$ cat config.mk
export PLATFORM = sky130hd
export DESIGN_NAME = serial_uart_responder_flat
export DESIGN_NICKNAME = d
export VERILOG_FILES = /design/src/rtl/serial_uart_responder_if.sv /design/src/rtl/serial_uart_responder.sv /design/src/flat_wrapper.sv
export SDC_FILE = /design/constraint.sdc
export NUM_CORES = 1
export LEC_CHECK = 0
export CAP_MARGIN = 20
export CORE_ASPECT_RATIO = 1.2
export CORE_MARGIN = 2
export CORE_UTILIZATION = 60
export DETAILED_ROUTE_END_ITERATION = 10
export PLACE_DENSITY = 0.76
export SYNTH_ARGS = -nofsm -noshare
export SYNTH_HDL_FRONTEND = slang
export SYNTH_SLANG_ARGS = --single-unit
export TNS_END_PERCENT = 5
$ cat constraint.sdc
create_clock -name clock -period 3.3 [get_ports clock]
set_clock_uncertainty 0.05 [all_clocks]
set_input_delay 0.495 -clock clock [delete_from_list [all_inputs] [get_ports clock]]
set_output_delay 0.495 -clock clock [all_outputs]
set_load 0.02 [all_outputs]
$ cat src/rtl/serial_uart_responder_if.sv
// rtl/serial_uart_responder_if.sv - processor-side serial port bundle
interface serial_uart_responder_if;
    logic [7:0] proc_data_in;
    logic       proc_wren_in;
    logic       proc_rden_in;
    logic [7:0] proc_data_out;
    logic       proc_valid_out;
    logic       proc_ready_out;

    modport master (
        output proc_data_in, proc_wren_in, proc_rden_in,
        input  proc_data_out, proc_valid_out, proc_ready_out
    );

    modport slave (
        input  proc_data_in, proc_wren_in, proc_rden_in,
        output proc_data_out, proc_valid_out, proc_ready_out
    );
endinterface

$ cat src/rtl/serial_uart_responder.sv
// rtl/serial_uart_responder.sv - TX FIFO + 8N1 UART transmitter, UART receiver with one-byte holding register
module serial_uart_responder #(
    parameter int CLKS_PER_BIT = 434,
    parameter int TX_FIFO_AW   = 3
) (
    input  logic                    clock,
    input  logic                    reset,
    serial_uart_responder_if.slave  proc,
    input  logic                    uart_rx_in,
    output logic                    uart_tx_out,
    output logic                    rx_overrun_out,
    output logic                    rx_frame_out
);
    localparam int DEPTH = 1 << TX_FIFO_AW;
    localparam int CW    = (CLKS_PER_BIT > 1) ? $clog2(CLKS_PER_BIT) : 1;
    localparam logic [CW-1:0]         BIT_LAST  = CW'(CLKS_PER_BIT - 1);
    localparam logic [CW-1:0]         HALF_LAST = CW'(CLKS_PER_BIT / 2 - 1);
    localparam logic [TX_FIFO_AW:0]   FULL_CNT  = (TX_FIFO_AW + 1)'(DEPTH);

    typedef enum logic [1:0] {TX_IDLE, TX_START, TX_DATA, TX_STOP} tx_state_t;
    typedef enum logic [2:0] {RX_IDLE, RX_START, RX_DATA, RX_STOP, RX_BREAK} rx_state_t;

    logic [7:0]            mem_q [DEPTH];
    logic [TX_FIFO_AW-1:0] wr_ptr_q, wr_ptr_d, rd_ptr_q, rd_ptr_d;
    logic [TX_FIFO_AW:0]   count_q, count_d;
    logic                  push, pop, fifo_empty;

    tx_state_t   tx_state_q, tx_state_d;
    logic [7:0]  tx_shift_q, tx_shift_d;
    logic [2:0]  tx_bit_q, tx_bit_d;
    logic [CW-1:0] tx_cnt_q, tx_cnt_d;
    logic        tx_q, tx_d;

    logic        rx_s1_q, rx_s2_q, rx_prev_q;
    rx_state_t   rx_state_q, rx_state_d;
    logic [7:0]  rx_shift_q, rx_shift_d;
    logic [2:0]  rx_bit_q, rx_bit_d;
    logic [CW-1:0] rx_cnt_q, rx_cnt_d;
    logic        deliver;

    logic [7:0]  data_q, data_d;
    logic        valid_q, valid_d;
    logic        overrun_q, overrun_d;
    logic        frame_q, frame_d;

    assign fifo_empty          = (count_q == '0);
    assign proc.proc_ready_out = (count_q != FULL_CNT);
    assign push                = proc.proc_wren_in && proc.proc_ready_out;

    always_comb begin
        wr_ptr_d = push ? wr_ptr_q + 1'b1 : wr_ptr_q;
        rd_ptr_d = pop  ? rd_ptr_q + 1'b1 : rd_ptr_q;
        count_d  = count_q;
        if (push && !pop)      count_d = count_q + 1'b1;
        else if (pop && !push) count_d = count_q - 1'b1;
    end

    // STOP chains straight into the next START so back-to-back frames have no idle gap.
    always_comb begin
        tx_state_d = tx_state_q;
        tx_shift_d = tx_shift_q;
        tx_bit_d   = tx_bit_q;
        tx_cnt_d   = tx_cnt_q;
        tx_d       = tx_q;
        pop        = 1'b0;
        case (tx_state_q)
            TX_IDLE: begin
                if (!fifo_empty) begin
                    pop        = 1'b1;
                    tx_shift_d = mem_q[rd_ptr_q];
                    tx_state_d = TX_START;
                    tx_cnt_d   = '0;
                    tx_d       = 1'b0;
                end
            end
            TX_START: begin
                if (tx_cnt_q == BIT_LAST) begin
                    tx_cnt_d   = '0;
                    tx_bit_d   = '0;
                    tx_state_d = TX_DATA;
                    tx_d       = tx_shift_q[0];
                end else begin
                    tx_cnt_d = tx_cnt_q + 1'b1;
                end
            end
            TX_DATA: begin
                if (tx_cnt_q == BIT_LAST) begin
                    tx_cnt_d = '0;
                    if (tx_bit_q == 3'd7) begin
                        tx_state_d = TX_STOP;
                        tx_d       = 1'b1;
                    end else begin
                        tx_bit_d   = tx_bit_q + 1'b1;
                        tx_shift_d = {1'b0, tx_shift_q[7:1]};
                        tx_d       = tx_shift_q[1];
                    end
                end else begin
                    tx_cnt_d = tx_cnt_q + 1'b1;
                end
            end
            TX_STOP: begin
                if (tx_cnt_q == BIT_LAST) begin
                    tx_cnt_d = '0;
                    if (!fifo_empty) begin
                        pop        = 1'b1;
                        tx_shift_d = mem_q[rd_ptr_q];
                        tx_state_d = TX_START;
                        tx_d       = 1'b0;
                    end else begin
                        tx_state_d = TX_IDLE;
                    end
                end else begin
                    tx_cnt_d = tx_cnt_q + 1'b1;
                end
            end
            default: tx_state_d = TX_IDLE;
        endcase
    end

    always_comb begin
        rx_state_d = rx_state_q;
        rx_shift_d = rx_shift_q;
        rx_bit_d   = rx_bit_q;
        rx_cnt_d   = rx_cnt_q;
        deliver    = 1'b0;
        frame_d    = frame_q;
        case (rx_state_q)
            RX_IDLE: begin
                if (rx_prev_q && !rx_s2_q) begin
                    rx_state_d = RX_START;
                    rx_cnt_d   = '0;
                end
            end
            RX_START: begin
                if (rx_cnt_q == HALF_LAST) begin
                    rx_cnt_d   = '0;
                    rx_bit_d   = '0;
                    rx_state_d = rx_s2_q ? RX_IDLE : RX_DATA;
                end else begin
                    rx_cnt_d = rx_cnt_q + 1'b1;
                end
            end
            RX_DATA: begin
                if (rx_cnt_q == BIT_LAST) begin
                    rx_cnt_d   = '0;
                    rx_shift_d = {rx_s2_q, rx_shift_q[7:1]};
                    if (rx_bit_q == 3'd7) rx_state_d = RX_STOP;
                    else                  rx_bit_d   = rx_bit_q + 1'b1;
                end else begin
                    rx_cnt_d = rx_cnt_q + 1'b1;
                end
            end
            RX_STOP: begin
                if (rx_cnt_q == BIT_LAST) begin
                    rx_cnt_d = '0;
                    if (rx_s2_q) begin
                        deliver    = 1'b1;
                        rx_state_d = RX_IDLE;
                    end else begin
                        frame_d    = 1'b1;
                        rx_state_d = RX_BREAK;
                    end
                end else begin
                    rx_cnt_d = rx_cnt_q + 1'b1;
                end
            end
            RX_BREAK: begin
                if (rx_s2_q) rx_state_d = RX_IDLE;
            end
            default: rx_state_d = RX_IDLE;
        endcase
    end

    always_comb begin
        data_d    = data_q;
        valid_d   = valid_q;
        overrun_d = overrun_q;
        if (deliver) begin
            if (!valid_q || proc.proc_rden_in) begin
                data_d  = rx_shift_q;
                valid_d = 1'b1;
            end else begin
                overrun_d = 1'b1;
            end
        end else if (proc.proc_rden_in && valid_q) begin
            valid_d = 1'b0;
        end
    end

    always_ff @(posedge clock) begin
        if (push) mem_q[wr_ptr_q] <= proc.proc_data_in;
    end

    always_ff @(posedge clock or negedge reset) begin
        if (!reset) begin
            wr_ptr_q   <= '0;
            rd_ptr_q   <= '0;
            count_q    <= '0;
            tx_state_q <= TX_IDLE;
            tx_shift_q <= '0;
            tx_bit_q   <= '0;
            tx_cnt_q   <= '0;
            tx_q       <= 1'b1;
            rx_s1_q    <= 1'b1;
            rx_s2_q    <= 1'b1;
            rx_prev_q  <= 1'b1;
            rx_state_q <= RX_IDLE;
            rx_shift_q <= '0;
            rx_bit_q   <= '0;
            rx_cnt_q   <= '0;
            data_q     <= '0;
            valid_q    <= 1'b0;
            overrun_q  <= 1'b0;
            frame_q    <= 1'b0;
        end else begin
            wr_ptr_q   <= wr_ptr_d;
            rd_ptr_q   <= rd_ptr_d;
            count_q    <= count_d;
            tx_state_q <= tx_state_d;
            tx_shift_q <= tx_shift_d;
            tx_bit_q   <= tx_bit_d;
            tx_cnt_q   <= tx_cnt_d;
            tx_q       <= tx_d;
            rx_s1_q    <= uart_rx_in;
            rx_s2_q    <= rx_s1_q;
            rx_prev_q  <= rx_s2_q;
            rx_state_q <= rx_state_d;
            rx_shift_q <= rx_shift_d;
            rx_bit_q   <= rx_bit_d;
            rx_cnt_q   <= rx_cnt_d;
            data_q     <= data_d;
            valid_q    <= valid_d;
            overrun_q  <= overrun_d;
            frame_q    <= frame_d;
        end
    end

    assign proc.proc_data_out  = data_q;
    assign proc.proc_valid_out = valid_q;
    assign uart_tx_out         = tx_q;
    assign rx_overrun_out      = overrun_q;
    assign rx_frame_out        = frame_q;
endmodule

$ cat src/flat_wrapper.sv
// flat-port wrapper written by rule: the top's interface ports become plain ports
module serial_uart_responder_flat 
#(
    parameter int CLKS_PER_BIT = 434,
    parameter int TX_FIFO_AW   = 3
)
  (clock, reset, uart_rx_in, uart_tx_out, rx_overrun_out, rx_frame_out, proc_proc_data_in, proc_proc_wren_in, proc_proc_rden_in, proc_proc_data_out, proc_proc_valid_out, proc_proc_ready_out);
  serial_uart_responder_if proc_i ();
  input  logic clock;
  input  logic reset;
  input  logic uart_rx_in;
  output logic uart_tx_out;
  output logic rx_overrun_out;
  output logic rx_frame_out;
  input wire logic [$bits(proc_i.proc_data_in)-1:0] proc_proc_data_in;
  input wire logic [$bits(proc_i.proc_wren_in)-1:0] proc_proc_wren_in;
  input wire logic [$bits(proc_i.proc_rden_in)-1:0] proc_proc_rden_in;
  output wire logic [$bits(proc_i.proc_data_out)-1:0] proc_proc_data_out;
  output wire logic [$bits(proc_i.proc_valid_out)-1:0] proc_proc_valid_out;
  output wire logic [$bits(proc_i.proc_ready_out)-1:0] proc_proc_ready_out;
  assign proc_i.proc_data_in = proc_proc_data_in;
  assign proc_i.proc_wren_in = proc_proc_wren_in;
  assign proc_i.proc_rden_in = proc_proc_rden_in;
  assign proc_proc_data_out = proc_i.proc_data_out;
  assign proc_proc_valid_out = proc_i.proc_valid_out;
  assign proc_proc_ready_out = proc_i.proc_ready_out;
  serial_uart_responder #(.CLKS_PER_BIT(CLKS_PER_BIT), .TX_FIFO_AW(TX_FIFO_AW)) u_core (.clock(clock), .reset(reset), .proc(proc_i), .uart_rx_in(uart_rx_in), .uart_tx_out(uart_tx_out), .rx_overrun_out(rx_overrun_out), .rx_frame_out(rx_frame_out));
endmodule
* Yosys cells after proc, flatten, opt, wreduce, memory -nomap -nowiden
Memory sizes are Yosys's and may differ from the RTL's.
Cells that the tools add are included.
** Operators by class
- Add/sub/neg operators :: 8
- Multiply operators :: 0
- Div/mod/pow operators :: 0
- $lt $le $gt $ge :: 0
- Equal/unequal tests :: 27
- Shift-type cells :: 0
- Multiplexer cells :: 55
- Bitwise operators :: 2
- Reductions and logical operators :: 33
** Operators with widths (number)
- 2-to-1 mux 9 bit :: 5
- 2-to-1 mux 3 bit :: 13
- 2-to-1 mux 8 bit :: 4
- case mux 9 bit (3 select lines) :: 1
- case mux 8 bit (3 select lines) :: 1
- != test 2 x 1 -> 1 bit (second input constant) :: 10
- adder 9 x 1 -> 9 bit (second input constant) :: 2
- equality test 9 bit (second input constant) :: 2
- case mux 9 bit (2 select lines) :: 1
- 2-to-1 mux 1 bit :: 16
- case mux 3 bit (5 select lines) :: 1
- adder 3 x 1 -> 3 bit (second input constant) :: 4
- 2-to-1 mux 2 bit :: 6
- case mux 3 bit (2 select lines) :: 2
- AND reduction 4 bit :: 3
- AND reduction 2 bit :: 5
- equality test 3 bit (second input constant) :: 3
- equality test 9 x 8 -> 1 bit (second input constant) :: 1
- 2-to-1 mux 4 bit :: 2
- != test 2 bit (second input constant) :: 4
- case mux 2 bit (4 select lines) :: 1
- nonzero test 2 bit :: 4
- equality test 3 x 2 -> 1 bit (second input constant) :: 2
- AND reduction 3 bit :: 2
- other kinds (20) :: 30
** Storage, ports and cells
- Register bits :: 70
- Bits in latches :: 0
- RAM bits :: 64
- Bits in read-only memories :: 0
- Input bits :: 13
- Output and inout bits :: 13
- Word-level logic and storage cells :: 145
- Memories kept :: 1
** Memories
- u_core.mem_q :: words 8, width 8, read ports 1, clocked after memory_dff 0, wr ports 1, RTL line serial_uart_responder.sv:23 : logic [7:0] mem_q [DEPTH];

* Longest topological paths before layout
- Depth after elaboration :: 7
- Mapped depth :: 14
- Depth with buffers taken out :: 13

* Least setup slack after synthesis
No wires, ideal clock.
- Path kind :: register -> register
- From :: reg u_core.count_q[0]
- To :: reg u_core.count_q[3]
- Setup time :: 0.080 ns
- Data arrival time :: 2.514 ns
- Data required time :: 3.170 ns
- Path slack :: 0.656 ns
- Cell stages (with the launch flop) :: 11
- Path buffers :: 1
- Period minus slack after synthesis :: 2.644 ns
- Path through :: dfrtp_1 or4b_4 and2_1 buf_2 ha_1 inv_1 ha_1 a21o_1 a21oi_1 mux2i_1 xnor2_1
** RTL lines
- start, declared :: RTL line serial_uart_responder.sv:25 : logic [TX_FIFO_AW:0] count_q, count_d;
- start signal, assigned :: RTL line serial_uart_responder.sv:218 : count_q <= count_d;
- != test 4 bit (*) :: RTL line serial_uart_responder.sv:47 : assign proc.proc_ready_out = (count_q != FULL_CNT);
- via proc_proc_ready_out :: RTL line flat_wrapper.sv:20 : output wire logic [$bits(proc_i.proc_ready_out)-1:0] proc_proc_ready_out;
- logical AND 1 bit (*) :: RTL line serial_uart_responder.sv:48 : assign push = proc.proc_wren_in && proc.proc_ready_out;
- via u_core.push :: RTL line serial_uart_responder.sv:26 : logic push, pop, fifo_empty;
- logical NOT 1 bit :: RTL line serial_uart_responder.sv:55 : else if (pop && !push) count_d = count_q - 1'b1;
- logical AND 1 bit :: RTL line serial_uart_responder.sv:55
- nonzero test 2 bit (no source line)
The timed path passes the listed nets; every way through them passes the cells marked *. The select of a mux whose other input is x is not followed.
A chain may end at the register's enable or synchronous reset.

* Worst setup path after layout
- From :: reg u_core.tx_cnt_q[1]
- To :: reg u_core.count_q[3]
** On the way
- Word-level cells in the longest chain between the ends :: 6
** Ends and longest elaborated chain
- start, declared :: RTL line serial_uart_responder.sv:31 : logic [CW-1:0] tx_cnt_q, tx_cnt_d;
- start signal, assigned :: RTL line serial_uart_responder.sv:222 : tx_cnt_q <= tx_cnt_d;
- equality test 9 bit (*) :: RTL line serial_uart_responder.sv:102 : if (tx_cnt_q == BIT_LAST) begin
- 2-to-1 mux 1 bit (*) :: RTL line serial_uart_responder.sv:102
- case mux 1 bit (2 select lines) (*) :: RTL line serial_uart_responder.sv:66 : case (tx_state_q)
- logical NOT 1 bit :: RTL line serial_uart_responder.sv:54 : if (push && !pop) count_d = count_q + 1'b1;
- logical AND 1 bit :: RTL line serial_uart_responder.sv:54
- 2-to-1 mux 4 bit / nonzero test 2 bit (equally long branches)
Mark *: on every way between the ends. The rest lies on a longest branch, timed or not.

==> results.toml <==
[flow_run]
drv_cap = 0

[route]
first_iter_violations = 325
first_pass_iters = 4
wl_per_cell_um = 18.1
vias = 3767
drc_errors = 0
routed_via_density = 6.00
routed_wl_um = 11400
ant_nets = 0

[synth]
netlist_top_cells_count = "66 x dfrtp_1, 64 x edfxtp_1, 42 x nand2_1"
synth_top_area_cell = "edfxtp_1"
synth_area_mm2 = 0.00615
synth_ff_type = "dfrtp_1"
yosys_warnings = 0
synth_cells = 449
yosysMostFrequentCell = "dfrtp_1"
synthDominantCellAreaShare_pct = 31.2
seq_area_frac_synth_pct = 59.8
synth_cell_types = 69
netlist_top_cells_area = "edfxtp_1 31%, dfrtp_1 27%, mux4_2 4.0%, ha_1 3.9%, mux2_1 3.3%"
ys_ff_latch = 134
async_flop_share_pct = 52.2
synth_edf_count = 64
syn_area_per_cell_um2 = 13.7
syn_nets = 482

[timing]
worst_slew_pin_slew_ns = 0.950
min_period_over_period_pct = 90.8
slew_violations = 0
rsz0062_at_grt = "no"
setup_viol = 0
maxSlewHeadroom_pct = 36.7
finalHoldViolCount = 0
layout_min_cycle_time_ns = 3.00
fin_setup_tns_ns = 0
max_freq_ghz = 0.334

[setup_path]
cp_cell_sequence = "inv_1, ha_1, and4b_1, a31oi_1, nor3_2, inv_1, ha_1, inv_1, ha_1, a21o_1, a21oi_1, mux2i_1, xnor2_1"
worstPathRequired_ns = 3.57
cp.arrival_ns = 3.27
critical_path_class = "flip-flop to flip-flop"
cp_slowest_stage_delay_ns = 0.41
start_kind = "flip-flop"
regToRegSetupSlack_ns = 0.30
cp_top_family = "simple AND/OR/NAND/NOR gates"
path_max_fanout = 7
cp_num_buf_inv = 3
crit_slowest_cell = "dfrtp_1"
endpoint_kind = "flip-flop"

[floorplanning]
initial_core_util_pct = 61.5
core-area_mm2 = 0.0100
dieWidth_um = 96.4
ios = 26
dieHeight_um = 115
die_area_mm2 = 0.0111
core.rowCount = 40

[power_and_ir_drop]
p_comb_share_pct = 14.4
p_sw_uw = 1170
power_density_mw_per_mm2 = 640
p_leak_uw = 0.00282
switching_share_pct = 25.8
seqPwrFrac_pct = 46.9
intPower_uw = 3370
clkPwrFrac_pct = 38.8
irDropWorstVdd_mv = 0.431

[cts]
ctsResizeCount = 0
clk_pin_slew_ns = 0.06
cts_buffer_depth = 2
insertion_delay_ns = 0.40
clockRootBuffer = "clkbuf_16"
cts_setup_buffers = 0
postCtsHoldBufs = 0
cts_buffers = 17
htreeDepth = 4
cts_sinks = 134
cts_tree = "done"

[finish]
layout-drive-gt1-share_pct = 16.1
final_util_pct = 71.0
fillers = 677
syn2layout_area_growth_pct = 15.4
seqCellArea_mm2 = 0.00368
multi_input_area_mm2 = 0.00231
diodes = 0
layout.cells.non_filler = 628
fin_nets = 522

[placement]
dp.final_hpwl_um = 7570
portBuffers = 25
dp_cells = 596
gp_congestion = 0.818

[global_route]
grt_pass1_vias = 3841
grt_util_all_layers_pct = 22.8
antenna_found_initial = 0
grt_start_max_net_pins = 32
grt_pass1_wl_um = 18800
overflow = 0

[run_status]
status = "completed"

[worst_hold_path]
hold_path_class = "input pin to asynchronous set/reset pin"
==> metal layers <==
metal / track usage (%) / wire length [um]
met1: 27.2 / 4780
met2: 39.6 / 6020
met3: 5.37 / 417
met4: 8.83 / 162
met5: 0 / 0
==> power groups by stage <==
stage                     Combinational (uW)  Sequential [uW]  Clock (uW)
after floorplan                          444             2120           0
after global placement                   630             2140           0
after detailed placement                 654             2150           0
after CTS                                663             2130        1790
after global routing                     733             2150        1870
final                                    653             2130        1760
==> metrics by stage <==
stage | total power (uW) | hold WS [ns] | worst slack, ns | instance area (um2)
after floorplan | 2570 | 0.149 | 0.656 | 6150
after global placement | 2770 | 0.308 | 0.493 | 6540
after detailed placement | 2810 | 0.300 | 0.357 | 6540
after CTS | 4580 | 0.107 | 0.313 | 7100
after global routing | 4750 | 0.144 | 0.0596 | 7100
final | 4540 | 0.0882 | 0.304 | 7100
==> worst paths after layout <==
kind / startpoint / to / cells past startpoint
max: u_core.tx_cnt_q[1] / u_core.count_q[3] / 13
min: reset / u_core.tx_cnt_q[5] / 1
max reg2reg: u_core.tx_cnt_q[1] / u_core.count_q[3] / 13
min reg2reg: u_core.rx_s1_q / u_core.rx_s2_q / 0
max in group asynchronous: reset / u_core.uart_tx_out / 2
min in group clock: u_core.rx_s1_q / u_core.rx_s2_q / 0
==> worst reg2reg max path: cells and delay by family (launching register included) <==
kind                     cells  cell delay [ns]
adder cells (fa/ha/maj)      3             0.60
AO/OA/AOI/OAI                3             0.50
buffers and inverters        3             0.31
multiplexers                 1             0.23
XOR/XNOR                     1             0.14
AND/OR/NAND/NOR              2             0.68
flip-flops                   1             0.41
==> sequential cells by signal (all words and copies together) (netlist names), 2 cells and up <==
register and flops:
u_core.count_q 4, u_core.rx_state_q 3, u_core.rx_cnt_q 9, u_core.tx_bit_q 3, u_core.tx_state_q 2, u_core.proc.proc_data_out 8
u_core.rx_bit_q 3, u_core.wr_ptr_q 3, u_core.tx_cnt_q 9, u_core.mem_q 64, u_core.rd_ptr_q 3, u_core.tx_shift_q 8
u_core.rx_shift_q 8
==> cell families (layout without fill, tap and decap cells) <==
logic type	after synthesis	after routing	share of synthesized area, %
flops	134	134	59.8
simple gates	122	122	11.0
compound gates	77	77	8.32
mux	57	57	13.0
buf+inv	32	85	2.72
fa+ha+maj	20	20	4.19
xor+xnor	7	7	0.996
==> layout by cell type (no fill, tap or decap), types with 3 or more instances in the layout <==
cell and n:
xnor2_1 4, mux2_1 18, dfrtp_1 66, dfstp_2 4, o31a_1 3, o21a_1 3, edfxtp_1 64, buf_4 12
mux2i_1 16, o41ai_1 3, nand3_1 7, nand2_1 42, a22o_1 4, a21oi_1 10, o22ai_1 10, clkdlybuf4s50_1 24
ha_1 19, a211oi_1 3, mux4_1 3, nor2b_1 5, clkbuf_16 17, or2_1 3, nor3_1 6, a21o_1 4
mux4_2 11, xor2_1 3, and2_1 6, clkbuf_8 4, o21ai_1 14, nor2_1 17, inv_1 16, mux2_2 7
nand2b_1 9, clkinv_2 5, o21ai_0 11
==> final cells by class <==
type,count,share of cell area [%]
clock buffer,23,6.87
clock inverter,9,1.06
inverter,16,0.846
multi-input combinational,283,32.5
sequential,134,51.8
tap,126,2.22
timing repair buffer,37,4.72
(Power assumes the default switching activity.)
